## config.mk

```make
export PLATFORM = sky130hd
export DESIGN_NAME = ps2_host_tx
export DESIGN_NICKNAME = d
export VERILOG_FILES = /design/src/rtl/ps2_pkg.sv /design/src/rtl/ps2_line_sync.sv /design/src/rtl/ps2_host_tx.sv
export SDC_FILE = /design/constraint.sdc
export NUM_CORES = 1
export LEC_CHECK = 0
export CAP_MARGIN = 10
export CORE_UTILIZATION = 55
export DETAILED_ROUTE_END_ITERATION = 10
export GPL_TIMING_DRIVEN = 0
export PLACE_DENSITY = 0.81
export SYNTH_ARGS = -nofsm -noshare
export SYNTH_HDL_FRONTEND = slang
export SYNTH_SLANG_ARGS = --single-unit
export TNS_END_PERCENT = 20
```

## constraint.sdc

```tcl
create_clock -name clk -period 2.6 [get_ports clk]
set_input_delay 0.65 -clock clk [delete_from_list [all_inputs] [get_ports clk]]
set_output_delay 0.65 -clock clk [all_outputs]
set_load 0.05 [all_outputs]
```

## src/rtl/ps2_pkg.sv

```systemverilog
// Shared types and constants for the PS/2 host command path.
// Response checking in ps2_host_tx is built only when PS2_TX_RESP_EN is defined.
package ps2_pkg;

  typedef enum logic [2:0] {
    IDLE,
    INHIBIT,
    REQ,
    SEND,
    WAIT_ACK,
    WAIT_IDLE,
    RX,
    FINISH
  } ps2_state_e;

  localparam logic [7:0] PS2_CMD_RESET  = 8'hFF;
  localparam logic [7:0] PS2_CMD_ENABLE = 8'hF4;
  localparam logic [7:0] PS2_RESP_ACK   = 8'hFA;

  localparam logic [1:0] ERR_NONE    = 2'd0;
  localparam logic [1:0] ERR_TIMEOUT = 2'd1;
  localparam logic [1:0] ERR_NOACK   = 2'd2;
  localparam logic [1:0] ERR_RESP    = 2'd3;

  localparam int unsigned TX_FRAME_W = 10;
  localparam int unsigned RX_FRAME_W = 11;
  localparam int unsigned BIT_IDX_W  = 4;

  // {stop, odd parity, data}; shifted out LSB first after the start bit
  function automatic logic [TX_FRAME_W-1:0] ps2_tx_frame(input logic [7:0] data);
    return {1'b1, ~^data, data};
  endfunction

  // Device frame {stop, parity, data, start} carrying a good ACK byte
  function automatic logic ps2_rx_ok(input logic [RX_FRAME_W-1:0] frame);
    return (frame[0] == 1'b0) && frame[10] && (^frame[9:1]) &&
           (frame[8:1] == PS2_RESP_ACK);
  endfunction

endpackage

```

## src/rtl/ps2_line_sync.sv

```systemverilog
// Two-flop synchronizers for PS2_CLK/PS2_DAT plus a falling-edge strobe
// on the synchronized clock line.
module ps2_line_sync (
  input  logic clk,
  input  logic reset,
  input  logic i_ps2_clk,
  input  logic i_ps2_dat,
  output logic o_sync_clk,
  output logic o_sync_dat,
  output logic o_clk_fe_c
);

  logic [1:0] r_clk_s;
  logic [1:0] r_dat_s;
  logic       r_clk_q;

  // Reset to the idle-high bus level so release never looks like an edge
  always_ff @(posedge clk or posedge reset) begin
    if (reset) begin
      r_clk_s <= 2'b11;
      r_dat_s <= 2'b11;
      r_clk_q <= 1'b1;
    end else begin
      r_clk_s <= {r_clk_s[0], i_ps2_clk};
      r_dat_s <= {r_dat_s[0], i_ps2_dat};
      r_clk_q <= r_clk_s[1];
    end
  end

  assign o_sync_clk = r_clk_s[1];
  assign o_sync_dat = r_dat_s[1];
  assign o_clk_fe_c = r_clk_q & ~r_clk_s[1];

endmodule

```

## src/rtl/ps2_host_tx.sv

```systemverilog
// PS/2 host-to-device command transmitter with line-ACK check and timeout.
// Define PS2_TX_RESP_EN to also receive and check the device response byte.
module ps2_host_tx
  import ps2_pkg::*;
#(
  parameter int unsigned INHIBIT_CYCLES = 6000,
  parameter int unsigned TIMEOUT_CYCLES = 750000
) (
  input  logic       clk,
  input  logic       reset,
  input  logic [7:0] cmd_data,
  input  logic       cmd_valid,
  output logic       cmd_ready,
  input  logic       ps2_clk_in,
  input  logic       ps2_dat_in,
  output logic       ps2_clk_oe,
  output logic       ps2_dat_oe,
  output logic       busy,
  output logic       done,
  output logic [1:0] err_code,
  output logic [7:0] resp_byte,
  output logic       resp_valid
);

  localparam int unsigned CNT_MAX = (INHIBIT_CYCLES > TIMEOUT_CYCLES) ?
                                    INHIBIT_CYCLES : TIMEOUT_CYCLES;
  localparam int unsigned CNT_W   = $clog2(CNT_MAX + 1);
  localparam logic [CNT_W-1:0]     INH_LAST  = CNT_W'(INHIBIT_CYCLES - 1);
  localparam logic [CNT_W-1:0]     TMO_LAST  = CNT_W'(TIMEOUT_CYCLES - 1);
  localparam logic [BIT_IDX_W-1:0] TX_LAST   = BIT_IDX_W'(TX_FRAME_W - 1);

  ps2_state_e r_state;
  ps2_state_e w_state_nxt;
  logic [1:0] w_err_nxt;

  logic [CNT_W-1:0]      r_cnt;
  logic [TX_FRAME_W-1:0] r_frame;
  logic [BIT_IDX_W-1:0]  r_bit_idx;
  logic                  r_dat_drv;
  logic [1:0]            r_err;

  logic w_sync_clk;
  logic w_sync_dat;
  logic w_clk_fe;
  logic w_tmo;
  logic w_active;
  logic w_rx_start;

`ifdef PS2_TX_RESP_EN
  localparam logic [BIT_IDX_W-1:0] RX_LAST = BIT_IDX_W'(RX_FRAME_W - 1);
  logic [RX_FRAME_W-2:0] r_rx;
  logic [7:0]            r_resp_byte;
  logic                  r_resp_got;
  logic [RX_FRAME_W-1:0] w_rx_frame;
  assign w_rx_frame = {w_sync_dat, r_rx};
`endif

  ps2_line_sync u_sync (
    .clk        (clk),
    .reset      (reset),
    .i_ps2_clk  (ps2_clk_in),
    .i_ps2_dat  (ps2_dat_in),
    .o_sync_clk (w_sync_clk),
    .o_sync_dat (w_sync_dat),
    .o_clk_fe_c (w_clk_fe)
  );

  assign w_tmo      = (r_cnt == TMO_LAST);
  assign w_active   = (r_state != IDLE) && (r_state != FINISH);
  assign w_rx_start = (r_state == WAIT_IDLE) && (w_state_nxt == RX);

  always_ff @(posedge clk or posedge reset) begin
    if (reset) r_state <= IDLE;
    else       r_state <= w_state_nxt;
  end

  // Next state; timeout overrides any edge seen in the same cycle
  always_comb begin
    w_state_nxt = r_state;
    w_err_nxt   = ERR_NONE;
    case (r_state)
      IDLE:      if (cmd_valid) w_state_nxt = INHIBIT;
      INHIBIT:   if (r_cnt == INH_LAST) w_state_nxt = REQ;
      REQ, SEND: if (w_clk_fe) w_state_nxt = (r_bit_idx == TX_LAST) ? WAIT_ACK : SEND;
      WAIT_ACK: begin
        if (w_clk_fe) begin
          if (!w_sync_dat) begin
            w_state_nxt = WAIT_IDLE;
          end else begin
            w_state_nxt = FINISH;
            w_err_nxt   = ERR_NOACK;
          end
        end
      end
      WAIT_IDLE: begin
        if (w_sync_clk && w_sync_dat) begin
`ifdef PS2_TX_RESP_EN
          w_state_nxt = RX;
`else
          w_state_nxt = FINISH;
`endif
        end
      end
      RX: begin
`ifdef PS2_TX_RESP_EN
        if (w_clk_fe && (r_bit_idx == RX_LAST)) begin
          w_state_nxt = FINISH;
          w_err_nxt   = ps2_rx_ok(w_rx_frame) ? ERR_NONE : ERR_RESP;
        end
`else
        w_state_nxt = IDLE;
`endif
      end
      FINISH:    w_state_nxt = IDLE;
      default:   w_state_nxt = IDLE;
    endcase
    if (w_active && w_tmo) begin
      w_state_nxt = FINISH;
      w_err_nxt   = ERR_TIMEOUT;
    end
  end

  // Outputs decoded from registered state, so reset releases the lines at once
  always_comb begin
    cmd_ready  = (r_state == IDLE);
    busy       = (r_state != IDLE);
    done       = (r_state == FINISH);
    err_code   = (r_state == FINISH) ? r_err : ERR_NONE;
    ps2_clk_oe = (r_state == INHIBIT);
    ps2_dat_oe = 1'b0;
    case (r_state)
      INHIBIT: ps2_dat_oe = (r_cnt == INH_LAST);
      REQ:     ps2_dat_oe = 1'b1;
      SEND:    ps2_dat_oe = r_dat_drv;
      default: ps2_dat_oe = 1'b0;
    endcase
`ifdef PS2_TX_RESP_EN
    resp_byte  = r_resp_byte;
    resp_valid = (r_state == FINISH) && r_resp_got;
`else
    resp_byte  = 8'h00;
    resp_valid = 1'b0;
`endif
  end

  // Timeout/inhibit counter, transmit shifter and latched error code
  always_ff @(posedge clk or posedge reset) begin
    if (reset) begin
      r_cnt     <= '0;
      r_frame   <= '0;
      r_bit_idx <= '0;
      r_dat_drv <= 1'b0;
      r_err     <= ERR_NONE;
    end else begin
      if (r_state == IDLE || w_rx_start) r_cnt <= '0;
      else                               r_cnt <= r_cnt + CNT_W'(1);

      if (r_state == IDLE) begin
        r_bit_idx <= '0;
        r_dat_drv <= 1'b0;
        if (cmd_valid) r_frame <= ps2_tx_frame(cmd_data);
      end else if (w_rx_start) begin
        r_bit_idx <= '0;
      end else if (w_clk_fe && (r_state == REQ || r_state == SEND)) begin
        r_dat_drv <= ~r_frame[0];
        r_frame   <= {1'b0, r_frame[TX_FRAME_W-1:1]};
        r_bit_idx <= r_bit_idx + BIT_IDX_W'(1);
      end else if (w_clk_fe && r_state == RX) begin
        r_bit_idx <= r_bit_idx + BIT_IDX_W'(1);
      end

      if (w_state_nxt == FINISH && r_state != FINISH) r_err <= w_err_nxt;
    end
  end

`ifdef PS2_TX_RESP_EN
  // Device response shifter; the byte is kept even when it is not an ACK
  always_ff @(posedge clk or posedge reset) begin
    if (reset) begin
      r_rx        <= '0;
      r_resp_byte <= 8'h00;
      r_resp_got  <= 1'b0;
    end else begin
      if (r_state == IDLE) r_resp_got <= 1'b0;
      if (r_state == RX && w_clk_fe) r_rx <= {w_sync_dat, r_rx[RX_FRAME_W-2:1]};
      if (r_state == RX && w_state_nxt == FINISH && w_err_nxt != ERR_TIMEOUT) begin
        r_resp_byte <= w_rx_frame[8:1];
        r_resp_got  <= 1'b1;
      end
    end
  end
`endif

endmodule

```

# After elaboration in Yosys (flattened, before gate mapping)

Cells that the tools add are included.
W data, S select, Z words.

Input bits: 13
Flip-flop bits (word level): 45
Word-level logic and storage cells: 74
Output and inout bits: 16

Eq/ne operators: 15
Add/sub/neg operators: 2
Bitwise gates (word level): 3
Reductions and logical operators: 18
Mux-type cells: 27

Operators by type and width:

| kind                    | count |
|---|---|
| $mux W10                | 4 |
| $mux W3                 | 7 |
| $add A20 B1 Y20 const B | 1 |
| $eq A20 B13 Y1 const B  | 1 |
| $eq A20 B20 Y1 const B  | 1 |
| $mux W20                | 1 |
| $eq A3 B3 Y1 const B    | 6 |
| $pmux W3 S6             | 1 |
| $mux W4                 | 4 |
| $mux W2                 | 6 |
| $reduce_xnor A8 Y1      | 1 |
| $logic_and A1 B1 Y1     | 7 |
| $eq A3 B2 Y1 const B    | 2 |
| $add A4 B1 Y4 const B   | 1 |
| $eq A4 B4 Y1 const B    | 1 |
| $ne A2 B2 Y1 const B    | 2 |
| $reduce_bool A4 Y1      | 1 |
| $reduce_or A2 Y1        | 2 |
| $eq A3 B1 Y1 const B    | 1 |
| $logic_not A3 Y1        | 1 |
| $mux W1                 | 3 |
| $ne A3 B3 Y1 const B    | 1 |
| $pmux W1 S3             | 1 |
| $reduce_and A3 Y1       | 1 |
| 6 further kinds         | 8 |

# Longest topological paths before layout

Depth in word-level cells: 9
Mapped depth: 8

# By module

A second synthesis with hierarchy kept.

Cell total of the unflattened synthesis: 271
Area, all modules: 2498.6 um2

Modules (own cells, without submodules):

| module        | cells each | instances | area each (um2) | sequential area each (um2) |
|---|---|---|---|---|
| ps2_host_tx   | 264        | 1         | 2349.8          | 1001.0 |
| ps2_line_sync | 7          | 1         | 148.9           | 131.4 |

# Worst setup path before layout

Ideal clock, no wire load.

Path kind: reg2out
From: reg r_cnt[4]
To: out ps2_dat_oe
Buffers on the path: 1
Setup slack: -589 ps
Stages on the path, launching flop included: 6
Required time: 1950 ps
Arrival: 2539 ps
Cell sequence: dfrtp_1 > buf_6 > or4_1 > nor2_2 > a41oi_1 > a311oi_1

Cells in the longest elaborated chain, start to end: 2

RTL lines:

| item                     | line               | RTL |
|---|---|---|
| start: declaration       | ps2_host_tx.sv:36  | `logic [CNT_W-1:0] r_cnt;` |
| start signal: assignment | ps2_host_tx.sv:156 | `else r_cnt <= r_cnt + CNT_W'(1);` |
| $eq A20 B13 Y1           | ps2_host_tx.sv:132 | `INHIBIT: ps2_dat_oe = (r_cnt == INH_LAST);` |
| $pmux W1 S3              | ps2_host_tx.sv:131 | `case (r_state)` |
| end: declaration         | ps2_host_tx.sv:17  | `output logic ps2_dat_oe,` |

No other way between the ends.

# Worst setup path after layout

From: reg r_cnt[18]
To: out ps2_dat_oe

The elaborated chain is that of the path after synthesis.

==> reports/metrics.cfg <==
[sta]
period_share=1.01
fin_ws_ns=-0.0334
tns_ns=-0.0334
slew_violations=0
fin_crit_ns=2.63
grt_setup_unrepaired=yes
skew_ns=0.00397
clock.fmax_mhz=380
setup_violations=1
hold_viol_final=0

[clock_network]
ctsLongestPathBuffers=2
cts.sinks=45
clock_latency_ns=0.30
cts_root_buffer=clkbuf_8
numCtsBuffers=5
cts_tree=yes
clk_pin_slew_worst_paths_ns=0.08
holdBufCountCts=0
htree_levels=2

[outcome]
violations=setup timing
status=complete, but fails checks

[grt]
grt_remaining_overflow=0
track_usage=0.234
grt_max_degree=36
grt_pass1_wl_um=7860
antenna_found_initial=0
grt_pass1_vias=1651

[pwr]
powerDensity_mw_per_mm2=696
p_leak_nw=1.33
p_switching_mw=0.713
p_int_mw=1.32
p_clk_frac=0.253
irDropWorstVdd_mv=0.477
total_power_mw=2.04
comb_power_share=0.330
sequentialPowerShare=0.417
switching_share=0.350

[place]
io_buffers=19
placed_cells=322
place.gp.congestion=0.897
post-dp-hpwl_um=3280
place_ws_ns=-0.621

[floorplanning]
core_area_sq_mm=0.00409
dieHeight_um=68.0
die_x_um=68.0
ios=29
initial_utilization=0.587
die_area_sq_mm=0.00463
row_count=23

[yosys]
synth.distinct_cells=50
synth.avg_cell_area_sq_um=9.82
synth_edf_count=0
synth-async-reset-ratio=1.00
synth_flop_cell=dfrtp_1
yosysWarnings=0
seq_area_frac_synth=0.472
ys_seq_elements=45
syn_inst=244
syn_area_sq_mm=0.00240

[drt]
drt-wirelength-per-cell_um=13.9
postRouteAntennaNets=0
drtPass1Iterations=4
wl_um=4700
drc=0
dr.first_iter.drc_count=146
drt-met1-wl_um=2190
wl_met3_um=187
wl_met2_um=2250
num_vias=1867
highest_layer=met4
vias_per_cell=5.54

[cells_and_area]
fin_cells=337
syn_to_final_growth_pct=22.0
nNetsFinal=302
antennaDiodeCount=0
final_layout_size_suffix_gt1_frac=0.209

[setup_path]
worst_setup_path_start_kind=flop
critPathKind=reg -> out
required_ns=1.95
critPathMaxFanout=2
r2r_setup_slack_ns=0.62
crit_start=r_cnt[18]
worst_setup_path_end_kind=primary output
r2r_start=r_state[0]
worstPathArrival_ns=1.98

[job]
maxCapViolCount=0

[min_path]
hold_path.class=reg -> reg
worstHoldStart=u_sync.r_dat_s[0]

## worst max-delay path: stages (launching register included)
cell and delay (ns):
dfrtp_1 0.38, or4_4 0.55, nor2_4 0.17, a41oi_4 0.15, a311oi_4 0.24, buf_6 0.20
## per-stage QoR
stage	hold slack, ns	instance area (sq um)	utilization
floorplan	0.345	2440	-
global placement	0.346	2700	0.660
detailed placement	0.350	2720	0.665
CTS	0.362	2840	0.695
global route	0.364	2930	0.716
finish	0.361	2930	0.716
## logic make-up (layout without fill, tap and decap cells)
| group | count (synthesis) | count (layout) | share of synthesized area |
|---|---|---|---|
| xor+xnor | 21 | 21 | 0.0767 |
| other cells | 1 | 9 | 0.00156 |
| compound gates | 33 | 33 | 0.0877 |
| simple gates | 101 | 101 | 0.230 |
| fa+ha+maj | 3 | 3 | 0.0157 |
| buf+inv | 29 | 64 | 0.0705 |
| mux | 11 | 11 | 0.0459 |
| flops | 45 | 45 | 0.472 |
## registers in the layout, summed over array words and instances (netlist names)
name	cells
u_sync.r_clk_q	1
r_cnt	20
u_sync.r_dat_s	2
r_err	2
r_dat_drv	1
r_state	3
u_sync.r_clk_s	2
r_bit_idx	4
r_frame	10
## layout by cell type, fill, tap and decap left out, types with 7 or more instances in the layout
cell / synthesis / final
dfrtp_1: 40 / 37
nand2_1: 24 / 24
nor2_1: 21 / 21
buf_4: 9 / 16
o21ai_0: 12 / 12
clkdlybuf4s50_1: 0 / 12
xor2_1: 11 / 11
mux2i_1: 11 / 11
xnor2_1: 10 / 10
nand3_1: 9 / 9
conb_1: 1 / 9
nand4_1: 8 / 8
inv_1: 8 / 7
## cells in the mapped netlist, types with 3 or more instances
cell,n,area share
dfrtp_1,40,0.42
nand2_1,24,0.038
nor2_1,21,0.033
o21ai_0,12,0.025
mux2i_1,11,0.046
xor2_1,11,0.040
xnor2_1,10,0.037
buf_4,9,0.028
nand3_1,9,0.019
inv_1,8,0.013
nand4_1,8,0.021
buf_2,7,0.015
a21oi_1,6,0.013
and2_1,6,0.016
and3_1,5,0.013
dfstp_2,5,0.055
or3_1,5,0.013
and4_1,3,0.011
ha_1,3,0.016
or4_1,3,0.0094
## metal layers
layer / GRT usage / vias up
met5: 0 / -
met4: 0.104 / 0
met3: 0.0450 / 7
met2: 0.343 / 43
met1: 0.333 / 901
li1: - / 916
## area by class of cell
class / count / area [sq um]
sequential: 45 / 1140
timing repair buffer: 27 / 253
multi-input combinational: 178 / 1180
clock buffer: 6 / 72.6
tap: 50 / 62.6
fill: 304 / 1160
buffer: 20 / 144
clock inverter: 2 / 35.0
inverter: 9 / 38.8
## power groups by stage
stage	logic (mW)	clock network (mW)	registers, mW
after global placement	0.640	0	0.857
after floorplan	0.488	0	0.847
after CTS	0.655	0.525	0.850
after global routing	0.732	0.558	0.862
after detailed placement	0.654	0	0.864
final	0.671	0.515	0.850
## final timing paths
check,to,cells past startpoint
worst max-delay path,ps2_dat_oe,5
worst min-delay path,u_sync.r_dat_s[1],0
worst max register to register,r_frame[5],8
worst min register to register,u_sync.r_dat_s[1],0
max in group asynchronous,u_sync.r_clk_q,3
min in group asynchronous,r_cnt[1],2
## repair_timing
| item | CTS | global route |
|---|---|---|
| setup buffers | 0 | 7 |
| endpoints found under the setup margin | 7 | 5 |
| cloned | 0 | 0 |
| pin swaps | 0 | 4 |
| resized for setup | 24 | 16 |
No activity file was read; power rests on OpenSTA's default activity.
